<file path="src/rtl/eth_phy_10g_rx_slip_aligner.sv">
// -----------------------------------------------------------------------------
// eth_phy_10g_rx_slip_aligner
//
// Purpose: recovers 66-bit block alignment from an unaligned SERDES word
// stream. A 132-bit window {current word, previous word} is kept and the
// aligned block is cut out of it at bit position slip_offset. Each rising
// edge of the frame-sync stage's bitslip request moves the cut point one bit
// later in the stream. A guard interval then blocks further slips until the
// change has had time to show up at the frame-sync stage.
//
// Ports:
//   rx_clk          in   rx word clock
//   rx_rst          in   asynchronous reset, active-low (release synchronised)
//   raw_data        in   unaligned SERDES word, bit 0 received first
//   raw_valid       in   raw_data is valid this cycle
//   bitslip         in   slip request level; only a 0->1 edge in RUN counts
//   serdes_rx_data  out  aligned block payload (block bits 65:2)
//   serdes_rx_hdr   out  aligned sync header   (block bits 1:0)
//   out_valid       out  serdes_rx_data/serdes_rx_hdr carry a new block
//   slip_offset     out  current bit offset into the window, 0..65
//   slip_busy       out  high while the slip guard interval runs
//   dbg_state       out  FSM state (0 PRIME, 1 RUN, 2 GUARD)
//
// Valid semantics: there is no back-pressure. out_valid is high for exactly
// one cycle per emitted block; when it is low the data/hdr outputs hold the
// last emitted block.
// -----------------------------------------------------------------------------
module eth_phy_10g_rx_slip_aligner #(
    parameter int DATA_WIDTH        = 64,
    parameter int HDR_WIDTH         = 2,
    parameter int SLIP_GUARD_CYCLES = 8
) (
    input  logic                            rx_clk,
    input  logic                            rx_rst,
    input  logic [DATA_WIDTH+HDR_WIDTH-1:0] raw_data,
    input  logic                            raw_valid,
    input  logic                            bitslip,
    output logic [DATA_WIDTH-1:0]           serdes_rx_data,
    output logic [HDR_WIDTH-1:0]            serdes_rx_hdr,
    output logic                            out_valid,
    output logic [6:0]                      slip_offset,
    output logic                            slip_busy,
    output logic [1:0]                      dbg_state
);

    localparam int BW = DATA_WIDTH + HDR_WIDTH;
    localparam int OW = 7;
    localparam int IW = $clog2(2 * BW);
    localparam int GW = (SLIP_GUARD_CYCLES > 1) ? $clog2(SLIP_GUARD_CYCLES) : 1;
    localparam logic [OW-1:0] OFF_MAX    = OW'(BW - 1);
    localparam logic [GW-1:0] GUARD_LOAD = GW'(SLIP_GUARD_CYCLES - 1);

    typedef enum logic [1:0] {
        ST_PRIME = 2'd0,
        ST_RUN   = 2'd1,
        ST_GUARD = 2'd2
    } state_e;

    // Reset release synchroniser: assertion passes straight through the
    // asynchronous clear, release takes two rx_clk edges.
    logic rst_meta_q;
    logic rst_sync_q;

    always_ff @(posedge rx_clk or negedge rx_rst) begin
        if (!rx_rst) begin
            rst_meta_q <= 1'b0;
            rst_sync_q <= 1'b0;
        end else begin
            rst_meta_q <= 1'b1;
            rst_sync_q <= rst_meta_q;
        end
    end

    state_e                  state_q, state_d;
    logic [GW-1:0]           guard_q, guard_d;
    logic                    bitslip_q;
    logic [BW-1:0]           prev_q;
    logic [OW-1:0]           offset_q;
    logic                    skip_q;
    logic                    out_valid_q;
    logic [DATA_WIDTH-1:0]   data_q;
    logic [HDR_WIDTH-1:0]    hdr_q;

    logic                    slip_edge;
    logic                    slip_accept;
    logic                    emit;
    logic [2*BW-1:0]         window;
    logic [IW-1:0]           win_idx;
    logic [BW-1:0]           blk;

    assign slip_edge = bitslip & ~bitslip_q;
    assign window    = {raw_data, prev_q};
    assign win_idx   = IW'(offset_q);
    assign blk       = window[win_idx +: BW];

    // FSM: state register
    always_ff @(posedge rx_clk or negedge rst_sync_q) begin
        if (!rst_sync_q) begin
            state_q <= ST_PRIME;
            guard_q <= '0;
        end else begin
            state_q <= state_d;
            guard_q <= guard_d;
        end
    end

    // FSM: next state
    always_comb begin
        state_d = state_q;
        guard_d = guard_q;
        case (state_q)
            ST_PRIME: begin
                if (raw_valid) state_d = ST_RUN;
            end
            ST_RUN: begin
                if (slip_edge) begin
                    state_d = ST_GUARD;
                    guard_d = GUARD_LOAD;
                end
            end
            ST_GUARD: begin
                if (guard_q == '0) state_d = ST_RUN;
                else               guard_d = guard_q - 1'b1;
            end
            default: begin
                state_d = ST_PRIME;
                guard_d = '0;
            end
        endcase
    end

    // FSM: outputs
    always_comb begin
        slip_accept = 1'b0;
        emit        = 1'b0;
        slip_busy   = 1'b0;
        case (state_q)
            ST_RUN: begin
                slip_accept = slip_edge;
                emit        = raw_valid & ~skip_q;
            end
            ST_GUARD: begin
                emit      = raw_valid & ~skip_q;
                slip_busy = 1'b1;
            end
            default: ;
        endcase
    end

    // Datapath. The word arriving with an accepted slip is still cut with the
    // old offset because blk reads offset_q before it updates.
    always_ff @(posedge rx_clk or negedge rst_sync_q) begin
        if (!rst_sync_q) begin
            bitslip_q   <= 1'b0;
            prev_q      <= '0;
            offset_q    <= '0;
            skip_q      <= 1'b0;
            out_valid_q <= 1'b0;
            data_q      <= '0;
            hdr_q       <= '0;
        end else begin
            bitslip_q   <= bitslip;
            out_valid_q <= emit;
            if (raw_valid) prev_q <= raw_data;
            if (emit) begin
                data_q <= blk[BW-1:HDR_WIDTH];
                hdr_q  <= blk[HDR_WIDTH-1:0];
            end
            if (slip_accept) begin
                offset_q <= (offset_q == OFF_MAX) ? '0 : offset_q + 1'b1;
            end
            // Wrapping from the last offset to 0 is equivalent to moving one
            // whole word ahead, so the next valid word is dropped.
            if (slip_accept && offset_q == OFF_MAX) begin
                skip_q <= 1'b1;
            end else if (raw_valid && state_q != ST_PRIME) begin
                skip_q <= 1'b0;
            end
        end
    end

    assign serdes_rx_data = data_q;
    assign serdes_rx_hdr  = hdr_q;
    assign out_valid      = out_valid_q;
    assign slip_offset    = offset_q;
    assign dbg_state      = state_q;

endmodule

</file>
<file path="config.mk">
export PLATFORM = sky130hd
export DESIGN_NAME = eth_phy_10g_rx_slip_aligner
export DESIGN_NICKNAME = d
export VERILOG_FILES = /design/src/rtl/eth_phy_10g_rx_slip_aligner.sv
export SDC_FILE = /design/constraint.sdc
export NUM_CORES = 1
export LEC_CHECK = 0
export CORE_MARGIN = 2
export CORE_UTILIZATION = 51
export CTS_BUF_LIST = sky130_fd_sc_hd__clkbuf_8
export CTS_CLUSTER_SIZE = 8
export DETAILED_ROUTE_END_ITERATION = 8
export PLACE_DENSITY = 0.77
export SLEW_MARGIN = 20
export SYNTH_ARGS = -nofsm -noshare
export SYNTH_HDL_FRONTEND = slang
export SYNTH_SLANG_ARGS = --single-unit
</file>
<file path="constraint.sdc">
create_clock -name rx_clk -period 5.6 [get_ports rx_clk]
set_input_delay 1.12 -clock rx_clk [delete_from_list [all_inputs] [get_ports rx_clk]]
set_output_delay 1.12 -clock rx_clk [all_outputs]
set_load 0.02 [all_outputs]
</file>
Word-level counts from Yosys, hierarchy flattened. Index checks and enable logic that the tools add are counted.

Bits in registers: 149. Latch bits: 0. Bits in writable memories: 0. ROM bits: 0. Input bits: 70. Output and inout port bits: 77. Word-level logic and storage cells: 48. Memories: 0.

Add/subtract/negate cells: 2. $mul: 0. Divide/modulo/power cells: 0. $lt $le $gt $ge: 0. Eq/ne operators: 7. Shifts and indexed selects: 1. Mux-type cells: 13. Bitwise operators: 5. Reductions and logical operators: 9.

Operator list (count): $shiftx A132 B8 Y66 (1); $pmux W3 S3 (1); $ne A2 B2 Y1 const B (4); $add A7 B1 Y7 const B (1); $eq A7 B7 Y1 const B (1); $mux W7 (1); $mux W2 (3); $mux W3 (2); $pmux W2 S3 (1); $reduce_and A3 Y1 (2); $mux W1 (5); $reduce_bool A2 Y1 (2); $logic_not A3 Y1 (1); $not A1 Y1 (3); $sub A3 B1 Y3 const B (1); $and A1 B1 Y1 (2); $eq A2 B1 Y1 const B (1); $eq A2 B2 Y1 const B (1); $logic_and A1 B1 Y1 (2); $logic_not A2 Y1 (1); $reduce_or A2 Y1 (1).

Depth between registers and ports, before layout. Gate-level depths: netlist of the first run.

Word-level depth: 5. Depth in mapped cells: 11.

Least setup slack after synthesis of the first run. Ideal clock, no wire load.

Path type: input to register. Start: input raw_data[7]. End: register data_q[25] (netlist: serdes_rx_data[25]). Arrival: 2826 ps. Required time: 5474 ps. Slack: 2648 ps. Stages on the path: 6. Cell sequence: mux4_2 mux4_2 nand2_1 o21ai_1 a221o_1 o32a_1.

Cells in the longest elaborated chain, start to end: 1.

Ends and longest elaborated chain: start, declared (line 35) `input logic [DATA_WIDTH+HDR_WIDTH-1:0] raw_data,`; $shiftx A132 B8 Y66 (line 94) `assign blk = window[win_idx +: BW];`; end signal, assigned (line 166) `data_q <= blk[BW-1:HDR_WIDTH];`; end, declared (line 81) `logic [DATA_WIDTH-1:0] data_q;`.

No other way between the ends. A chain may end at the register's enable or synchronous reset.

Worst setup path in the final report of the first run.
Start: register offset_q[1] (netlist: slip_offset[1]). End: register data_q[31] (netlist: serdes_rx_data[31]).

Cells in the longest elaborated chain, start to end: 1.

Ends and longest elaborated chain: start, declared (line 78) `logic [OW-1:0] offset_q;`; start signal, assigned (line 170) `offset_q <= (offset_q == OFF_MAX) ? '0 : offset_q + 1'b1;`; $shiftx A132 B8 Y66 (line 94).

No other way between the ends.

==> impl_results.md, run 1 <==
* Outcome: finished, final reports clean
* Crit. End Element: flip-flop
* Mapped Area at around 16000 µm²
* Critical Path Max Stage Delay at ~0.94 ns
* Main area contributors after synthesis: mux4_2, dfrtp_1, mux2_2
* TNS Setup at 0 ns
* CTS buffer count at 17
* WP depth at 7
* DRT Pass-1 Iters at 7
* Reg2Reg Depth at 7
* LEAKAGE at roughly 0.0067 µW
* CP Class: flip-flop to flip-flop
* Vias post-DR at around 15000
* Synth-to-Final Area Change at 13.1%
* First-pass GRT wire length at between 90 and 100 mm
* Hold Violations, Final at 0
* Final Setup Violations at 0
* Hold-fix buffers, CTS at 0
* Drt via density at between 7 and 8
* Resize count post-CTS at 0
* Starting Density at between 50 and 60%
* Critical path, cell by cell: buf_12, mux4_2, mux2i_1, mux2i_1, a221oi_1, o31ai_1, o32a_1
* Min Hold Slack at 0.357 ns
* Vias in the first global route at about 14000
* Clock latency on the worst-skew pair at 0.53 ns
* H-tree Lvls at 4
* Critical Path Start Type: flip-flop
* Dominant cell type by area after synthesis: mux4_2
* Cell family with most CP delay: multiplexers
* Pin count of the biggest net entering global routing at ~150
* Minimum clock period at between 3 and 4 ns
* CTS max path bufs at 2
* Gp weighted congestion at slightly above 1
* Max-slew violations at 0
* Share of post-route cells with drive strength above 1 at between 20% and 30%
* N_diodes at 0
* FP Rows at 63
* Register bit total from synthesis at 149
* Die width at between 150 and 200 µm
* Drt initial violations at 2365
* Post-synthesis mux area share at 47.0%
* Total track usage at 43.7%
* CP max stage cell: dfrtp_4
* Post-Route Skew at approximately 0.021 ns
* Max_cap viols at 0
* Top FF cell, synth: dfrtp_1
* TritonCTS clock tree: done
* Slew @ Worst Pin at 1.07 ns
* Crit-path max FO at 68
* DIE HEIGHT at 179 µm
* Setup bufs post-CTS at 0
* RSZ-0062 raised after global routing: false
* Final worst-path cycle share at between 70% and 80%
* Relative slew slack at 28.1%
* Core ar. at about 30000 µm²
* Avg Synthesized Cell Area at between 10 and 15 µm²
* Post-route ant nets at 0
* Seq/Total Area, Yosys at 24.0%
* Post-synth EDFFs at 0
* Cell count after synthesis at approximately 1400
* Pwr per Cell Area at between 700 and 800 nW/µm²
* Post-Synth Simple-Gate Area at under 10%
* Hold Path Depth at 0
* Post-synth top area share at 27.9%
* Compound-gate portion of the synthesized area at between 10% and 20%
* Hold crit path type: flip-flop to flip-flop
* Antenna violations before repair at 1
* Reg clk slew, reported paths at approximately 0.09 ns
* Clk root buf: clkbuf_8
* Post-Synth XOR/XNOR Area at less than 1%
* Crit path top cell by count: mux2i_1
* DPL Wire Length at just over 50 mm
* Main combinational cell family by area after synthesis: multiplexers
* Synth warn at 0
* Finished Cell Area at 17600 µm²
* I/O pin count at approximately 150
* Synth unique cells at between 60 and 70
* Placed inst area at about 17000 µm²
* Post-synth ARST share at between 90% and 100%
* I/O Buffers at approximately 150
* CP Data Required Time at approximately 6.0 ns
* Die area at about 32000 µm²
* Highest Clock Rate at 0.255 GHz
* Wirelength per Cell at between 30 and 40 µm
* GRT overflow at 0
* CP arrival at about 4.3 ns
* # DRC at 0
* Nets at about 1600
* Worst vdd ir at 0.382 mV
* CTS sink cnt at between 100 and 150
* Final Power at between 10000 and 15000 µW
* WL final at around 68 mm
* Adder-cell share of the synthesized area at 0.563%
* Synthesized Nets at between 1500 and 2000
* Worst path buffer plus inverter count at 1
## Yosys cell counts, drive strengths merged (18+ instances only)
| library cell | n |
|---|---|
| mux4 | 193 |
| mux2 | 152 |
| dfrtp | 149 |
| nor2 | 137 |
| mux2i | 125 |
| nand2 | 119 |
| buf | 84 |
| o21ai | 67 |
| clkbuf | 53 |
| a21oi | 52 |
| a22oi | 24 |
| inv | 23 |
| nor3 | 19 |
| o211ai | 18 |
## final cells by class
| class | count | area [µm²] |
|---|---|---|
| clock buffers | 23 | 317 |
| clock inverters | 9 | 146 |
| fillers | 2501 | 12300 |
| inverters | 24 | 96.3 |
| multi-input cells | 1129 | 11100 |
| flip-flops and latches | 149 | 3750 |
| well taps | 390 | 488 |
| repair buffers | 175 | 1750 |
## kinds of logic after synthesis
group                    after synthesis
multiplexers                         470
buffers and inverters                161
adder cells (fa/ha/maj)                7
other                                  1
AO/OA/AOI/OAI                        316
AND/OR/NAND/NOR                      332
flip-flops                           149
XOR/XNOR                               3
## state kept, by name (all words and copies together), names as in the netlist
register	count
serdes_rx_data	64
guard_q	3
rst_sync_q	1
rst_meta_q	1
prev_q	66
slip_offset	7
skip_q	1
out_valid	1
serdes_rx_hdr	2
bitslip_q	1
dbg_state	2
## power breakdown
| group | switching [µW] | leakage [µW] | internal, µW | total (µW) |
|---|---|---|---|---|
| clock | 459 | 0.000239 | 553 | 1010 |
| combinational | 6190 | 0.00468 | 4130 | 10300 |
| sequential | 517 | 0.00177 | 1390 | 1910 |
## cell usage in the layout (no fill, tap or decap), types with 14 or more instances in the layout
cell,instances
nor3_1,19
dfrtp_1,143
mux4_2,193
inv_1,17
nor2_1,137
a221o_1,16
o21ai_0,58
buf_4,22
o22ai_1,15
nand2_1,119
clkbuf_8,23
a21oi_1,52
clkdlybuf4s50_1,145
a211oi_1,14
mux2i_1,124
a22oi_1,24
o211ai_1,18
mux2_2,150
## path summary, 6_finish.rpt
check                                                 end  slack [ns]                        from
min in group asynchronous          prev_q[19]$_DFFE_PN0P_        0.47        rst_sync_q$_DFF_PN0_
hold / removal                       rst_sync_q$_DFF_PN0_        0.36        rst_meta_q$_DFF_PN0_
hold reg to reg                      rst_sync_q$_DFF_PN0_        0.36        rst_meta_q$_DFF_PN0_
setup / recovery           serdes_rx_data[31]$_DFFE_PN0P_        1.67  slip_offset[1]$_DFFE_PN0P_
setup reg to reg           serdes_rx_data[31]$_DFFE_PN0P_        1.67  slip_offset[1]$_DFFE_PN0P_
max in group asynchronous      slip_offset[2]$_DFFE_PN0P_        4.43        rst_sync_q$_DFF_PN0_
## worst reg2reg max path, stage by stage, from the launching register on
cell,delay (ns)
dfrtp_4,0.94
buf_12,0.47
mux4_2,0.74
mux2i_1,0.55
mux2i_1,0.27
a221oi_1,0.40
o31ai_1,0.12
o32a_1,0.31
## per-layer routing
metal | share of wire [%] | vias up | track usage, %
met5 | 0.013 | - | 0
met4 | 6.3 | 2 | 22.7
met3 | 12 | 221 | 11.6
met2 | 42 | 1254 | 62.6
met1 | 39 | 7385 | 60.8
li1 | - | 5833 | -
## through the flow
step	std cells	setup WS (ns)	utilization (%)
floorplan	1439	1.14	-
global placement	1866	1.45	57.3
detailed placement	1866	1.47	57.3
CTS	1898	1.72	58.9
global route	1899	1.47	58.9
finish	1899	1.67	58.9
Power figures use the tool's default switching activity.
==> run 2, diff against run 1 <==
Clock period 5.6 ns to 4.05 ns, I/O delays scaled along.
==> impl_results.md, run 2 (synthesis gave the netlist of run 1 again) <==
* Final Power at 18600 µW (+41%)
* H-tree Lvls at 4 (unchanged)
* Slew @ Worst Pin at 1.13 ns (+0.0523 ns)
* Die area at 31900 µm² (unchanged)
* Max reg flops at 66 (unchanged)
* WP depth at 8 (+1)
* Drt initial violations at 2674 (+13%)
* First-pass GRT wire length at 101 mm (+2.9%)
* Die width at 179 µm (unchanged)
* Min Hold Slack at 0.312 ns (-0.0445 ns)
* Highest Clock Rate at 0.284 GHz (+11%)
* Clk root buf: clkbuf_8
* Pwr per Cell Area at 1040 nW/µm² (+39%)
* I/O pin count at 147 (unchanged)
* I/O Buffers at 146 (unchanged)
* Reg-to-Reg Start: slip_offset[1]$_DFFE_PN0P_
* LEAKAGE at 0.00683 µW (+2.1%)
* Post-route ant nets at 0 (unchanged)
* Nets at 1608 (+2.2%)
* Final Setup Violations at 0 (unchanged)
* Cell family with most CP delay: multiplexers
* Starting Density at 52.1% (unchanged)
* Total track usage at 45.0% (+1.4 points)
* Worst path buffer plus inverter count at 2 (+1)
* Flop2flop setup slack at 0.52 ns (-1.15 ns)
* Max-slew violations at 0 (unchanged)
* Crit. End Element: flip-flop
* Gp weighted congestion at 1.05 (+1.5%)
* CTS buffer count at 17 (unchanged)
* Reg2reg end: serdes_rx_data[31]$_DFFE_PN0P_
* Core ar. at 29900 µm² (unchanged)
* Max_cap viols at 0 (unchanged)
* Pin count of the biggest net entering global routing at 75 (-49%)
* Worst vdd ir at 0.556 mV (+45%)
* Hold-fix buffers, CTS at 0 (unchanged)
* Hold crit path type: flip-flop to async pin
* CTS sink cnt at 149 (unchanged)
* Utilization of the core after routing at 59.8% (+0.85 points)
* TritonCTS clock tree: done
* Drt via density at 7.80 (+0.83%)
* Commonest non-fill, non-tap cells in the layout: mux4_2, mux2_2, clkdlybuf4s50_1
* Vias post-DR at 15100 (+2.7%)
* TNS Setup at 0 ns (unchanged)
* Most common cell after layout, fill and taps aside: mux4_2
* Crit-path max FO at 32 (-53%)
* CTS max path bufs at 2 (unchanged)
* Relative slew slack at 24.6% (-3.4 points)
* Setup bufs post-CTS at 0 (unchanged)
* Critical path, cell by cell: buf_12, mux4_2, mux2i_1, buf_4, mux2i_1, a221oi_1, o31ai_1, o32a_1
* CP Class: flip-flop to flip-flop
* DPL Wire Length at 54.3 mm (+5.1%)
* # DRC at 0 (unchanged)
* Hold Violations, Final at 0 (unchanged)
* CP startpoint: slip_offset[1]$_DFFE_PN0P_
* Post-Route Skew at 0.0195 ns (-0.00127 ns)
* DRT Pass-1 Iters at 8 (+1)
* CP max stage cell: dfrtp_4
* WL final at 70.1 mm (+3.3%)
* CP arrival at 3.94 ns (-0.38 ns)
* Critical Path Start Type: flip-flop
* Reg2Reg Depth at 8 (+1)
* Antenna violations before repair at 2 (+1)
* Vias in the first global route at 14000 (+3.1%)
* Final worst-path cycle share at 87.0% (+17 points)
* Top reg by flops: prev_q
* Minimum clock period at 3.53 ns (-0.401 ns)
* Reg clk slew, reported paths at 0.09 ns (about the same)
* Placed inst area at 17400 µm² (+1.8%)
* RSZ-0062 raised after global routing: false
* Crit path top cell by count: mux2i_1
* Synth-to-Final Area Change at 14.7%
* Critical Path Max Stage Delay at 0.84 ns (-0.10 ns)
* Clock latency on the worst-skew pair at 0.53 ns (about the same)
* FP Rows at 63 (unchanged)
* Finished Cell Area at 17900 µm² (+1.4%)
* CP Data Required Time at 4.46 ns (-1.54 ns)
* Resize count post-CTS at 0 (unchanged)
* GRT overflow at 0 (unchanged)
* Share of post-route cells with drive strength above 1 at 29.7% (+1.7 points)
* DIE HEIGHT at 179 µm (unchanged)
* Outcome: finished, final reports clean
* Wirelength per Cell at 36.2 µm (+1.3%)
## run 2: changes by cell type in the layout (fill, tap and decap cells not counted), sizes merged
cell      delta
buf         +36
bufinv       -1
clkbuf       -7
clkinv       +2
clkinvlp     +3
diode        +1
inv          +2
## run 2: where the power goes
part	switching, µW	internal (µW)
sequential	672	1930
combinational	8810	5940
clock	666	610
total	10200	8480
## run 2: metrics by stage
step                      setup WS, ns  std cells
after floorplan                   1.32       1439
after global placement           0.426       1902
after detailed placement         0.444       1902
after CTS                        0.644       1934
after global routing             0.439       1934
final                            0.525       1935
## run 2: area by class of cell
| type | instances | area [µm²] |
|---|---|---|
| clock inverter | 15 | 179 |
| tap | 390 | 488 |
| antenna | 1 | 2.50 |
| multi-input combinational | 1129 | 11100 |
| clock buffer | 17 | 234 |
| sequential | 149 | 3750 |
| timing repair buffer | 210 | 2050 |
| fill | 2426 | 12000 |
| inverter | 24 | 96.3 |
## run 2: worst max path at each step
stage                                     end  slack [ns]
6_report       serdes_rx_data[31]$_DFFE_PN0P_        0.52
5_1_grt          serdes_rx_hdr[1]$_DFFE_PN0P_        0.44
4_1_cts          serdes_rx_hdr[1]$_DFFE_PN0P_        0.64
3_5_place_dp    serdes_rx_data[9]$_DFFE_PN0P_        0.44
3_3_place_gp    serdes_rx_data[9]$_DFFE_PN0P_        0.43
2_1_floorplan  serdes_rx_data[25]$_DFFE_PN0P_        1.32
## run 2: metal layers
| layer | share of wire [%] | up-vias | global-route usage, % |
|---|---|---|---|
| met5 | 0 | - | 0 |
| met4 | 7.2 | 0 | 24.8 |
| met3 | 14 | 291 | 13.5 |
| met2 | 41 | 1484 | 63.2 |
| met1 | 37 | 7401 | 62.3 |
| li1 | - | 5922 | - |
